`config.mk`:
```
export PLATFORM = sky130hd
export DESIGN_NAME = sram_port_arbiter
export DESIGN_NICKNAME = d
export VERILOG_FILES = /design/src/rtl/sram_port_arbiter.sv
export SDC_FILE = /design/constraint.sdc
export NUM_CORES = 1
export LEC_CHECK = 0
export CORE_ASPECT_RATIO = 0.7
export CORE_MARGIN = 4
export CORE_UTILIZATION = 40
export CTS_CLUSTER_DIAMETER = 50
export DETAILED_ROUTE_END_ITERATION = 16
export PLACE_DENSITY_LB_ADDON = 0.05
export SKIP_CTS_REPAIR_TIMING = 1
export SLEW_MARGIN = 0
export SYNTH_ARGS = -nofsm -noshare
export SYNTH_HDL_FRONTEND = slang
export SYNTH_SLANG_ARGS = --single-unit
```
`constraint.sdc`:
```
create_clock -name clk -period 3 [get_ports clk]
set_input_delay 0.45 -clock clk [delete_from_list [all_inputs] [get_ports clk]]
set_output_delay 0.45 -clock clk [all_outputs]
set_load 0.02 [all_outputs]
```
`src/rtl/sram_port_arbiter.sv`:
```
// sram_port_arbiter: round-robin two-master arbiter and access sequencer for a single-port SRAM.
// Defining SRAM_ARB_LOCK_EN adds m0_lock/m1_lock for exclusive ownership across several accesses.
module sram_port_arbiter #(
    parameter int ADDR_W = 5,
    parameter int DATA_W = 32,
    parameter int RD_LAT = 1
) (
    input  logic              clk,
    input  logic              rst,
    input  logic              m0_req,
    input  logic              m0_we,
    input  logic [ADDR_W-1:0] m0_addr,
    input  logic [DATA_W-1:0] m0_wdata,
    input  logic              m1_req,
    input  logic              m1_we,
    input  logic [ADDR_W-1:0] m1_addr,
    input  logic [DATA_W-1:0] m1_wdata,
`ifdef SRAM_ARB_LOCK_EN
    input  logic              m0_lock,
    input  logic              m1_lock,
`endif
    output logic              m0_gnt,
    output logic              m1_gnt,
    output logic              m0_rvalid,
    output logic              m1_rvalid,
    output logic [DATA_W-1:0] rd_data,
    output logic              sram_csb_n,
    output logic              sram_we_n,
    output logic [ADDR_W-1:0] sram_addr,
    output logic [DATA_W-1:0] sram_din,
    input  logic [DATA_W-1:0] sram_dout
);
    typedef enum logic [1:0] {IDLE, ACCESS, RDWAIT} state_t;

    localparam logic [1:0] LAT_M1 = 2'(RD_LAT - 1);

    state_t            state_q, state_d;
    logic              last_q, last_d;
    logic              owner_q, owner_d;
    logic              we_q, we_d;
    logic [ADDR_W-1:0] addr_q, addr_d;
    logic [DATA_W-1:0] wdata_q, wdata_d;
    logic [DATA_W-1:0] rd_data_q, rd_data_d;
    logic [1:0]        cnt_q, cnt_d;
    logic [1:0]        rvalid_q, rvalid_d;
    logic [1:0]        req_eff;
    logic              gnt_any, gnt_sel;
`ifdef SRAM_ARB_LOCK_EN
    logic              lock_q, lock_d;
    logic              lock_owner_q, lock_owner_d;
`endif

    // Hide the non-owner's request while a lock is held, then pick the winner (tie goes away from last_q)
    always_comb begin
        req_eff = {m1_req, m0_req};
`ifdef SRAM_ARB_LOCK_EN
        if (lock_q) req_eff = lock_owner_q ? {m1_req, 1'b0} : {1'b0, m0_req};
`endif
        gnt_sel = (req_eff == 2'b11) ? ~last_q : req_eff[1];
        gnt_any = (state_q == IDLE) && (req_eff != 2'b00) && !rst;
    end

    // Sequencer: latch command on grant, one ACCESS cycle, then count down the read latency
    always_comb begin
        state_d   = state_q;
        last_d    = last_q;
        owner_d   = owner_q;
        we_d      = we_q;
        addr_d    = addr_q;
        wdata_d   = wdata_q;
        cnt_d     = cnt_q;
        rd_data_d = rd_data_q;
        rvalid_d  = 2'b00;
`ifdef SRAM_ARB_LOCK_EN
        lock_d       = lock_q;
        lock_owner_d = lock_owner_q;
`endif
        case (state_q)
            IDLE: begin
                if (gnt_any) begin
                    state_d = ACCESS;
                    owner_d = gnt_sel;
                    we_d    = gnt_sel ? m1_we    : m0_we;
                    addr_d  = gnt_sel ? m1_addr  : m0_addr;
                    wdata_d = gnt_sel ? m1_wdata : m0_wdata;
`ifdef SRAM_ARB_LOCK_EN
                    if (!lock_q) last_d = gnt_sel;
                    lock_d       = gnt_sel ? m1_lock : m0_lock;
                    lock_owner_d = gnt_sel;
`else
                    last_d = gnt_sel;
`endif
                end
            end
            ACCESS: begin
                state_d = we_q ? IDLE : RDWAIT;
                cnt_d   = LAT_M1;
            end
            RDWAIT: begin
                if (cnt_q == 2'd0) begin
                    state_d   = IDLE;
                    rd_data_d = sram_dout;
                    rvalid_d  = owner_q ? 2'b10 : 2'b01;
                end else begin
                    cnt_d = cnt_q - 2'd1;
                end
            end
            default: state_d = IDLE;
        endcase
    end

    // State and command registers; reset drops any in-flight read
    always_ff @(posedge clk or posedge rst) begin
        if (rst) begin
            state_q   <= IDLE;
            last_q    <= 1'b1;
            owner_q   <= 1'b0;
            we_q      <= 1'b0;
            addr_q    <= '0;
            wdata_q   <= '0;
            cnt_q     <= 2'd0;
            rd_data_q <= '0;
            rvalid_q  <= 2'b00;
`ifdef SRAM_ARB_LOCK_EN
            lock_q       <= 1'b0;
            lock_owner_q <= 1'b0;
`endif
        end else begin
            state_q   <= state_d;
            last_q    <= last_d;
            owner_q   <= owner_d;
            we_q      <= we_d;
            addr_q    <= addr_d;
            wdata_q   <= wdata_d;
            cnt_q     <= cnt_d;
            rd_data_q <= rd_data_d;
            rvalid_q  <= rvalid_d;
`ifdef SRAM_ARB_LOCK_EN
            lock_q       <= lock_d;
            lock_owner_q <= lock_owner_d;
`endif
        end
    end

    // SRAM pins decode straight from state_q so an async reset deselects at once
    assign sram_csb_n = (state_q != ACCESS);
    assign sram_we_n  = (state_q == ACCESS) ? !we_q : 1'b1;
    assign sram_addr  = (state_q == ACCESS) ? addr_q : '0;
    assign sram_din   = (state_q == ACCESS && we_q) ? wdata_q : '0;

    assign m0_gnt    = gnt_any && !gnt_sel;
    assign m1_gnt    = gnt_any && gnt_sel;
    assign m0_rvalid = rvalid_q[0];
    assign m1_rvalid = rvalid_q[1];
    assign rd_data   = rd_data_q;
endmodule

```
Word-level counts from Yosys, hierarchy flattened
Index checks and enable logic that the tools add are counted.
{"block": "op_classes", "reduce_logical": 16, "mux": 16, "bitwise": 1, "n_eq_ne": 7, "add_sub_neg": 1}
{"op": "32-bit two-way mux", "count": 2}
{"op": "2-bit two-way mux", "count": 7}
{"op": "5-bit two-way mux", "count": 2}
{"op": "2-bit AND reduction", "count": 4}
{"op": "2-bit != test, second input constant", "count": 3}
{"op": "2-bit case mux with 3 select lines", "count": 1}
{"op": "1-bit logical AND", "count": 5}
{"op": "2-bit equality test, second input constant", "count": 2}
{"op": "2-bit logical NOT", "count": 2}
{"op": "2-bit case mux with 2 select lines", "count": 1}
{"op": "2-bit nonzero test", "count": 2}
{"op": "1-bit logical NOT", "count": 3}
{"op": "1-bit two-way mux", "count": 3}
{"op": "2-bit by 1-bit equality test with 1-bit output, second input constant", "count": 1}
{"op": "2-bit by 1-bit != test with 1-bit output, second input constant", "count": 1}
{"op": "2-bit by 1-bit subtractor with 2-bit output, second input constant", "count": 1}
{"op": "1-bit NOT", "count": 1}
{"block": "totals", "ff_bits": 78, "output_inout_bits": 75, "inputBits": 112}

Logic depth before layout (Yosys ltp)
{"block": "logic_depth", "depth_word": 5, "mapped_depth": 6, "ltp_nobuf": 5}

Worst setup path after synthesis
Ideal clock, no wire load.
{"block": "synth_path", "path_type": "register to output", "start": "register state_q[0]", "end": "output port m0_gnt", "path_stages_with_launch": 6, "path_slack_ns": 1.090, "path_buffers": 3, "t_required_ns": 2.550, "t_arrival_ns": 1.460, "path_cell_list": "dfrtp_1 > buf_6 > or3_4 > buf_6 > buf_6 > nor3b_4"}
{"block": "synth_between", "elab_chain_cells": 4}
{"element": "start, declared", "line_no": "37", "text": "state_t state_q, state_d;"}
{"element": "start signal, assigned", "line_no": "129", "text": "state_q <= state_d;"}
{"element": "2-bit logical NOT", "line_no": "60", "text": "gnt_any = (state_q == IDLE) && (req_eff != 2'b00) && !rst;"}
{"element": "1-bit logical AND (2 in a row)", "line_no": "60"}
{"element": "1-bit logical AND", "line_no": "151", "text": "assign m0_gnt = gnt_any && !gnt_sel;"}
{"element": "end, declared", "line_no": "22", "text": "output logic m0_gnt,"}
No other way between the ends.

Worst setup path after layout
{"block": "layout_path", "start": "input port rst", "end": "output port m1_gnt"}
{"block": "layout_between", "elab_chain_cells": 3}
{"element": "start, declared", "line_no": "9", "text": "input logic rst,"}
{"element": "1-bit logical NOT (no line)"}
{"element": "1-bit logical AND", "line_no": "60"}
{"element": "1-bit logical AND", "line_no": "152", "text": "assign m1_gnt = gnt_any && gnt_sel;"}
{"element": "end, declared", "line_no": "23", "text": "output logic m1_gnt,"}
No other way between the ends.

==> impl_metrics.json <==
{
  "drt_first_pass_iters": 4,
  "drv_slew": 0,
  "initial_utilization_pct": 42.2,
  "io_pins": 187,
  "status": "completed",
  "worst-path-max-fanout": 3,
  "setup_viol_count_final": 0,
  "grt_use_total_pct": 20.5,
  "powerDensity_nw_per_um2": 775,
  "routed_wl_mm": 10.9,
  "clkLatencyLatePin_ps": 330,
  "worst_setup_path_end_kind": "output pin",
  "synth_cell_types": 27,
  "crit_required_ps": 2550,
  "period_share_pct": 87.4,
  "seq_area_frac_synth_pct": 53.5,
  "tightest_slew_ps": 1110,
  "grt_setup_unrepaired": "false",
  "first_global_vias": 3334,
  "peakVddDrop_mv": 0.415,
  "cp_common_cell": "clkdlybuf4s50_1",
  "maxCapViolCount": 0,
  "die_height_um": 87.9,
  "cp_slowest_stage_delay_ps": 640,
  "cts.path.max_buffers": 2,
  "detailed_place_hpwl_mm": 7.66,
  "path_clk_slew_ps": 60,
  "cts_max_level": 3,
  "cp.arrival_ps": 2170,
  "drt_iter0_markers": 163,
  "cts_tree": "done",
  "antenna_found_initial": 0,
  "drc": 0,
  "cts_sinks": 78,
  "antenna_left": 0,
  "rows": 28,
  "synthesis.nets": 436,
  "hold_viol": 0,
  "grt_pass1_wl_mm": 17.2,
  "final_cell_mix": "186 x clkdlybuf4s50_1, 77 x dfrtp_1, 41 x nand2_1",
  "viasPerCell": 5.21,
  "ctsRootBufferMaster": "clkbuf_16",
  "layout_commonest_cell": "clkdlybuf4s50_1",
  "gp_congestion": 0.791,
  "yosysWarningCount": 0,
  "crit_type": "in2out",
  "diodes": 0,
  "slew_headroom_pct": 25.5,
  "cpMaxStageDelayCell": "clkdlybuf4s50_1",
  "fp.dieArea_um2": 10700,
  "period_needed_ps": 2620,
  "crit_path_cell_trace": "clkdlybuf4s50_1 > nor3_1 > and3_1 > clkdlybuf4s50_1",
  "wl_per_cell_um": 17.5,
  "async_flop_share_pct": 100,
  "fin_skew_ps": 6.91,
  "max_freq_ghz": 0.381,
  "port-buffer-count": 186,
  "fin_nets": 612,
  "worstHoldPathType": "reg2reg",
  "drive_above_1_share_pct": 14.5,
  "overflow": 0,
  "final.setup.tns_ps": 0,
  "ys.flop_type": "dfrtp_1",
  "die_x_um": 122,
  "cts_buffers": 9,
  "syn-cell-area_um2": 3650,
  "vias": 3253,
  "cp-start-kind": "input pin",
  "synth-edff-count": 0,
  "netlist_instances": 323,
  "core-area_um2": 8650,
  "grt_max_degree": 49,
  "avgSynthCellArea_um2": 11.3,
  "whs_ps": 475,
  "power_leakage_nw": 2.54,
  "area_growth_pct": 61.8,
  "ys_ff_latch": 78
}
[layout make-up]
class | count | area (µm²)
Multi-Input combinational cell | 207 | 1540
Tap cell | 120 | 150
Timing Repair Buffer | 196 | 1950
Inverter | 7 | 27.5
Fill cell | 683 | 2750
Clock buffer | 10 | 229
Clock inverter | 6 | 62.6
Sequential cell | 78 | 1950
[final timing paths]
kind                       startpoint     endpoint  slack, ps  cells after the start
max in group asynchronous         rst       last_q       1760                      3
max reg2reg                state_q[0]  wdata_q[16]       1130                      3
min reg2reg                   owner_q  rvalid_q[0]        470                      1
min                           owner_q  rvalid_q[0]        470                      1
max                               rst       m1_gnt        380                      4
min in group asynchronous         rst      owner_q        540                      2
[report_power, final]
part	switching (mW)	leakage (nW)	internal, mW	total, mW
logic	0.836	1.46	0.983	1.82
registers	0.221	0.947	1.47	1.69
clock network	0.422	0.134	0.641	1.06
total	1.48	2.54	3.10	4.58
[registers in the layout, indices dropped and copies added, names as in the netlist]
register	cells
cnt_q	2
rvalid_q	2
rd_data	32
wdata_q	32
owner_q	1
we_q	1
state_q	2
addr_q	5
last_q	1
[critical path: cells and delay by family]
family	cells	cell delay [ps]
buffers and inverters	2	1110
and+or+nand+nor	2	610
[cell usage after synthesis (2+ instances only)]
cell type  count  area, µm²
a22o_1         2       17.5
clkbuf_1      15       56.3
and3_1        33        206
nor3_1        31        155
nor3_2         9       90.1
nor2b_1        3       18.8
buf_2         12       60.1
nand2_1       41        154
and2_1         5       31.3
buf_6          3       33.8
a221o_1       38        380
inv_1          7       26.3
dfrtp_1       77       1930
nor2_1         2       7.51
a21oi_1        2       10.0
mux2_2        32        360
[logic make-up (layout without fill, tap and decap cells)]
logic type               count (synthesis)  in the layout  synth area share [%]
AO/OA/AOI/OAI                           46             46                  11.9
adder cells (fa/ha/maj)                  1              1                 0.343
buffers and inverters                   38            219                  5.04
flip-flops                              78             78                  53.5
multiplexers                            32             32                  9.87
AND/OR/NAND/NOR                        128            128                  19.4
[layer usage]
| layer | wire length [µm] | vias to the layer above | GRT usage, % | part of all wire, % |
|---|---|---|---|---|
| li1 | - | 1537 | - | - |
| met1 | 4480 | 1561 | 25.8 | 41 |
| met2 | 5340 | 139 | 34.2 | 49 |
| met3 | 869 | 16 | 6.20 | 8.0 |
| met4 | 204 | 0 | 6.50 | 1.9 |
| met5 | 0 | - | 0 | 0 |
[metrics by stage]
step           power [mW]  cell area, µm²  std cells  setup slack [ps]  utilization (%)
4_1_cts              4.62            5910        624               385             68.3
2_1_floorplan        2.66            3650        323               557                -
3_5_place_dp         3.55            5620        608               384             64.9
3_3_place_gp         3.50            5620        608               446             64.9
6_report             4.58            5910        624               377             68.3
5_1_grt              4.84            5910        624               310             68.3
(Power assumes the default switching activity.)
